<file path="config.mk">
export PLATFORM = sky130hd
export DESIGN_NAME = reorder_buffer
export DESIGN_NICKNAME = d
export VERILOG_FILES = /design/src/rtl/reorder_buffer.sv
export SDC_FILE = /design/constraint.sdc
export NUM_CORES = 2
export LEC_CHECK = 0
export BUFFER_PORTS_ARGS = -buffer_cell sky130_fd_sc_hd__buf_2
export CORE_ASPECT_RATIO = 2
export CORE_MARGIN = 2
export CORE_UTILIZATION = 55
export CTS_CLUSTER_SIZE = 24
export DETAILED_ROUTE_END_ITERATION = 16
export GPL_TIMING_DRIVEN = 0
export PLACE_DENSITY_LB_ADDON = 0.12
export SYNTH_ARGS = -nofsm -noshare
export SYNTH_HDL_FRONTEND = slang
export SYNTH_SLANG_ARGS = --single-unit
</file>
<file path="constraint.sdc">
create_clock -name clk -period 7.75 [get_ports clk]
set_input_delay 1.1625 -clock clk [delete_from_list [all_inputs] [get_ports clk]]
set_output_delay 1.1625 -clock clk [all_outputs]
set_load 0.01 [all_outputs]
</file>
<file path="src/rtl/reorder_buffer.sv">
`default_nettype none
// ============================================================================
// Module      : reorder_buffer
// Description : Circular in-order retirement queue for the Tomasulo core.
//               Entries are allocated at issue, filled from the CDB, and
//               retired in program order, at most one per cycle. A retiring
//               mispredicted branch raises a flush and redirects the PC.
//               The decoder reads results for operand forwarding by ROB id.
// Revision    : 1.0 - initial release
// ----------------------------------------------------------------------------
// Parameters
//   ROB_W          log2 of entry count (DEPTH = 1 << ROB_W)
// Ports
//   clk, rst       clock, synchronous active-high reset
//   rdy            global enable; low freezes all state and registered outputs
//   issue_*        allocation request from the decoder; issue_rob_id is the
//                  id granted (current tail), rob_full blocks allocation
//   cdb_*          result broadcast (value, branch outcome, taken target)
//   q1_*, q2_*     operand queries: ready/value of entry qN_rob_id
//   commit_*       registered retire pulse with rd / value / id
//   store_commit   registered pulse when the retired entry is a STORE
//   rollback(_pc)  registered flush pulse and redirect PC
// Build option
//   ROB_CDB_BYPASS_EN  when defined, queries also see the CDB broadcast of
//                      the current cycle (same-cycle forwarding)
// ============================================================================
module reorder_buffer #(
    parameter int ROB_W = 4
) (
    input  logic             clk,
    input  logic             rst,
    input  logic             rdy,
    input  logic             issue_valid,
    input  logic [1:0]       issue_type,
    input  logic [4:0]       issue_rd,
    input  logic [31:0]      issue_pc,
    input  logic             issue_pred,
    output logic [ROB_W-1:0] issue_rob_id,
    output logic             rob_full,
    input  logic             cdb_valid,
    input  logic [ROB_W-1:0] cdb_rob_id,
    input  logic [31:0]      cdb_value,
    input  logic             cdb_taken,
    input  logic [31:0]      cdb_target,
    input  logic [ROB_W-1:0] q1_rob_id,
    output logic             q1_ready,
    output logic [31:0]      q1_value,
    input  logic [ROB_W-1:0] q2_rob_id,
    output logic             q2_ready,
    output logic [31:0]      q2_value,
    output logic             commit_config,
    output logic [4:0]       commit_rd,
    output logic [31:0]      commit_val,
    output logic [ROB_W-1:0] commit_rob_id,
    output logic             store_commit,
    output logic             rollback,
    output logic [31:0]      rollback_pc
);

    localparam int         c_DEPTH       = 1 << ROB_W;
    localparam logic [1:0] c_TYPE_BRANCH = 2'b01;
    localparam logic [1:0] c_TYPE_STORE  = 2'b10;

    // Per-entry state
    logic [c_DEPTH-1:0] r_valid;
    logic [c_DEPTH-1:0] r_ready;
    logic [c_DEPTH-1:0] r_pred;
    logic [c_DEPTH-1:0] r_taken;
    logic [1:0]         r_type   [c_DEPTH];
    logic [4:0]         r_rd     [c_DEPTH];
    logic [31:0]        r_pc     [c_DEPTH];
    logic [31:0]        r_value  [c_DEPTH];
    logic [31:0]        r_target [c_DEPTH];

    logic [ROB_W-1:0] r_head;
    logic [ROB_W-1:0] r_tail;
    logic [ROB_W:0]   r_count;

    logic        w_retire;
    logic        w_head_branch;
    logic        w_head_store;
    logic        w_flush;
    logic        w_issue;
    logic        w_cdb;
    logic [31:0] w_redirect;

    assign issue_rob_id = r_tail;
    // count never exceeds DEPTH, so its MSB alone marks a full queue
    assign rob_full     = r_count[ROB_W];

    assign w_retire      = rdy & r_valid[r_head] & r_ready[r_head];
    assign w_head_branch = (r_type[r_head] == c_TYPE_BRANCH);
    assign w_head_store  = (r_type[r_head] == c_TYPE_STORE);
    assign w_flush       = w_retire & w_head_branch & (r_taken[r_head] != r_pred[r_head]);
    // A flush this edge wipes the queue, so concurrent issue/CDB are dropped;
    // issue is also blocked during the registered rollback cycle.
    assign w_issue       = rdy & issue_valid & ~rob_full & ~rollback & ~w_flush;
    assign w_cdb         = rdy & cdb_valid & r_valid[cdb_rob_id] & ~w_flush;
    assign w_redirect    = r_taken[r_head] ? r_target[r_head] : (r_pc[r_head] + 32'd4);

    always_ff @(posedge clk) begin
        if (rst) begin
            r_valid       <= '0;
            r_ready       <= '0;
            r_head        <= '0;
            r_tail        <= '0;
            r_count       <= '0;
            commit_config <= 1'b0;
            commit_rd     <= '0;
            commit_val    <= '0;
            commit_rob_id <= '0;
            store_commit  <= 1'b0;
            rollback      <= 1'b0;
            rollback_pc   <= '0;
        end else if (rdy) begin
            commit_config <= w_retire;
            store_commit  <= w_retire & w_head_store;
            rollback      <= w_flush;
            if (w_retire) begin
                commit_rd     <= w_head_store ? 5'd0 : r_rd[r_head];
                commit_val    <= r_value[r_head];
                commit_rob_id <= r_head;
            end
            if (w_flush) begin
                rollback_pc <= w_redirect;
                r_valid     <= '0;
                r_ready     <= '0;
                r_head      <= '0;
                r_tail      <= '0;
                r_count     <= '0;
            end else begin
                if (w_cdb) begin
                    r_ready[cdb_rob_id]  <= 1'b1;
                    r_value[cdb_rob_id]  <= cdb_value;
                    r_taken[cdb_rob_id]  <= cdb_taken;
                    r_target[cdb_rob_id] <= cdb_target;
                end
                if (w_issue) begin
                    r_valid[r_tail] <= 1'b1;
                    r_ready[r_tail] <= 1'b0;
                    r_type[r_tail]  <= issue_type;
                    r_rd[r_tail]    <= issue_rd;
                    r_pc[r_tail]    <= issue_pc;
                    r_pred[r_tail]  <= issue_pred;
                    r_tail          <= r_tail + 1'b1;
                end
                // Retire clears last so it wins over a CDB write to the head
                if (w_retire) begin
                    r_valid[r_head] <= 1'b0;
                    r_ready[r_head] <= 1'b0;
                    r_head          <= r_head + 1'b1;
                end
                case ({w_issue, w_retire})
                    2'b10:   r_count <= r_count + 1'b1;
                    2'b01:   r_count <= r_count - 1'b1;
                    default: r_count <= r_count;
                endcase
            end
        end
    end

    // Operand queries; value reads as zero until the entry holds its result
    always_comb begin
        q1_ready = r_valid[q1_rob_id] & r_ready[q1_rob_id];
        q1_value = q1_ready ? r_value[q1_rob_id] : 32'd0;
        q2_ready = r_valid[q2_rob_id] & r_ready[q2_rob_id];
        q2_value = q2_ready ? r_value[q2_rob_id] : 32'd0;
`ifdef ROB_CDB_BYPASS_EN
        if (cdb_valid && (cdb_rob_id == q1_rob_id) && r_valid[q1_rob_id]) begin
            q1_ready = 1'b1;
            q1_value = cdb_value;
        end
        if (cdb_valid && (cdb_rob_id == q2_rob_id) && r_valid[q2_rob_id]) begin
            q2_ready = 1'b1;
            q2_value = cdb_value;
        end
`endif
    end

endmodule
`default_nettype wire

</file>
==> metrics.cfg <==
[outcome]
status = complete, no violations

[sta]
setup_viol = 0
rsz0062_at_grt = false
period_share_pct = 83.09
min_period_ns = 6.439
maxSlewViolCount = 0
worst_pin_slew_ns = 1.478
fmax_mhz = 155.3
clock_skew_ns = 0.03698
slew_headroom_pct = 1.448
finalHoldViolations = 0

[grt]
grt_pass1_wl_um = 333500
track_usage_pct = 33.34
grt_max_degree = 22
grt_pass1_vias = 44530
grt_overflow = 0
antenna_found_initial = 31

[setup_path]
crit_required_ns = 6.59
path_delay_family = buffers and inverters
crit_arrival_ns = 5.28
path_cells = clkbuf_1 > buf_1 > o21ai_0 > o211ai_1 > o21ai_0 > mux2i_1 > clkbuf_1 > nor2b_1 > buf_2
start_kind = input pin
cp_max_fo = 10
cpPeakStageDelay_ns = 0.92
end_kind = primary output
path_class = in -> out
rr_worst_depth = 13
reg2reg_slack_ns = 2.37
critPathSlowestCell = mux2i_1
path_buf_inv = 4
r2r-end = r_pc[13][7]$_DFFE_PP_

[yosys]
synthTopCellsByArea = edfxtp_1 65%, mux4_2 24%, dfxtp_1 3.2%
yosys_most_used_dff = edfxtp_1
syn_inst = 3735
ys_ff_latch = 1805
syn_area_per_cell_um2 = 20.87
synthDistinctLibCells = 79
yosys.area.top_type_share_pct = 64.73
synth_warnings = 0
synth_edf_count = 1680
synth_nets = 3868
seq_area_frac_synth_pct = 67.94
syn_area_um2 = 77940
synth-async-reset-ratio_pct = 0
yosys.area.top_type = edfxtp_1

[clock_network]
numClockSinks = 1805
cts.clk_slew.worst_paths_ns = 0.07
cts_setup_buffers = 0
cts_made_buffers = 164
cts_resized = 0
htree_levels = 4
cts_root_buf = clkbuf_16
cts.path.max_buffers = 4
cts_tree = done
postCtsHoldBufs = 0
clk_latency_ns = 0.82

[pwr]
power_leakage_nw = 27.51
ir_drop_v = 0.0002397
finalPower_w = 0.01951
power_density_nw_per_um2 = 218.7

[finish]
drive_gt1_share_pct = 36.00
finish.utilization_pct = 63.25
final_common_cell = edfxtp_1
nets = 4400
stdcell_area_um2 = 89200
syn2layout_area_growth_pct = 14.45
multi_input_area_um2 = 23950
n_fill_cell = 9787
final_cell_mix = 1680 x edfxtp_1, 829 x mux4_2, 310 x buf_2
seqCellArea_um2 = 52950

[floorplan]
core_area_um2 = 141000
row_count = 195
die_area_um2 = 144900
die_x_um = 270.2
initial_core_util_pct = 55.27
ios = 269
die_h_um = 536.4

[detailed_routing]
vias = 43244
drt_pre_antenna_iters = 8
route.detailed.drc = 0
wl_per_cell_um = 38.18
ant_nets = 0
wl_um = 239700
drt-initial-drc-count = 4598
viasPerCell = 6.887

[worst_hold_path]
hp-class = reg -> reg
worstHoldPathCells = 2
holdCritStartpoint = rollback_pc[4]$_SDFFE_PP0P_
min_to = rollback_pc[4]$_SDFFE_PP0P_

[placement]
portBuffers = 259
post-dp-hpwl_um = 168200
gp_congestion = 0.9554
dpl_cell_area_um2 = 83840

[job]
cap_violations = 0

worst reg2reg max path: cells and delay by family, from the launching register on:
kind	cells	cell delay [ns]
AND/OR/NAND/NOR	3	1.34
multiplexers	1	0.54
flip-flops	1	0.44
AO/OA/AOI/OAI	1	0.66
buffers and inverters	8	2.16
stage by stage:
stage          instances  setup WS (ns)  setup TNS (ns)  hold slack [ns]
6_report            6279          1.311               0           0.4596
4_1_cts             6262          1.412               0           0.4597
3_3_place_gp        5865         -4.110        -4592.36           0.4329
2_1_floorplan       3735          1.822               0           0.4565
5_1_grt             6264          1.283               0           0.4837
3_5_place_dp        5971          1.419               0           0.4412
Yosys cell counts, types with 11 or more instances:
cell and count:
nor3_1 29, nand3_1 42, nand2b_1 12, buf_1 61, nor2b_1 76, xnor2_1 15, buf_2 48, ha_1 11
a31oi_1 16, mux4_2 829, buf_6 14, edfxtp_1 1680, clkbuf_1 126, mux2i_1 47, o21ai_0 29, buf_4 12
a21oi_1 47, nand2_1 103, nor2_1 162, dfxtp_1 125, xor2_1 11, a22oi_1 54
logic make-up (layout without fill, tap and decap cells):
kind of cell               count (synthesis)  after routing  synth area share [%]
and+or+nand+nor                          490            490                 3.056
AOI/OAI and AO/OA                        247            247                 2.236
other                                      0             16                     0
xor gates and xnor gates                  27             27                0.3275
DFF                                     1805           1805                 67.94
muxes                                    879            879                 24.62
adders and majority gates                 11             11                0.1766
buffers and inverters                    276            933                 1.647
layout make-up:
class | instances | share of cell area [%]
Timing Repair Buffer | 366 | 3.721
Clock buffer | 202 | 4.981
Buffer | 265 | 1.403
Clock inverter | 89 | 0.9664
Inverter | 11 | 0.04629
Antenna cell | 16 | 0.04489
Sequential cell | 1805 | 59.36
Tap cell | 1871 | 2.624
Multi-Input combinational cell | 1654 | 26.85
routing by layer:
metal  vias to the layer above  wire [um]  GRT usage, %
met2                      2488     127800         60.05
met1                     22827      75570         36.26
li1                      17095          -             -
met3                       812      19060         6.679
met4                        22      17120         20.19
met5                         -        138             0
registers in the layout (all words and copies together), names as in the netlist, 5 cells and up, named ones only:
name / flops
r_ready: 16
commit_val: 32
r_type: 32
r_taken: 16
r_valid: 16
rollback_pc: 32
r_count: 5
r_value: 512
r_pc: 512
commit_rd: 5
r_pred: 16
r_target: 512
r_rd: 80
worst max-delay path by stage:
stage / startpoint / endpoint / slack [ns] / depth (start not counted)
after CTS: q2_rob_id[0] / q2_value[6] / 1.41 / 9
after floorplan: rdy / r_pc[9][0]$_DFFE_PP_ / 1.82 / 6
after global placement: rdy / r_pc[9][9]$_DFFE_PP_ / -4.11 / 6
final: q2_rob_id[0] / q2_value[5] / 1.31 / 9
after global routing: q2_rob_id[0] / q2_value[5] / 1.28 / 9
after detailed placement: q2_rob_id[0] / q2_value[6] / 1.42 / 9
power breakdown:
part	leakage [nW]	internal [W]	total (W)	switching, W
sequential	16.1	0.0106	0.0106	0.00000495
combinational	8.82	0.000250	0.000673	0.000423
clock	2.59	0.00459	0.00819	0.00360
Note: power is estimated with default switching activity, not from simulation.
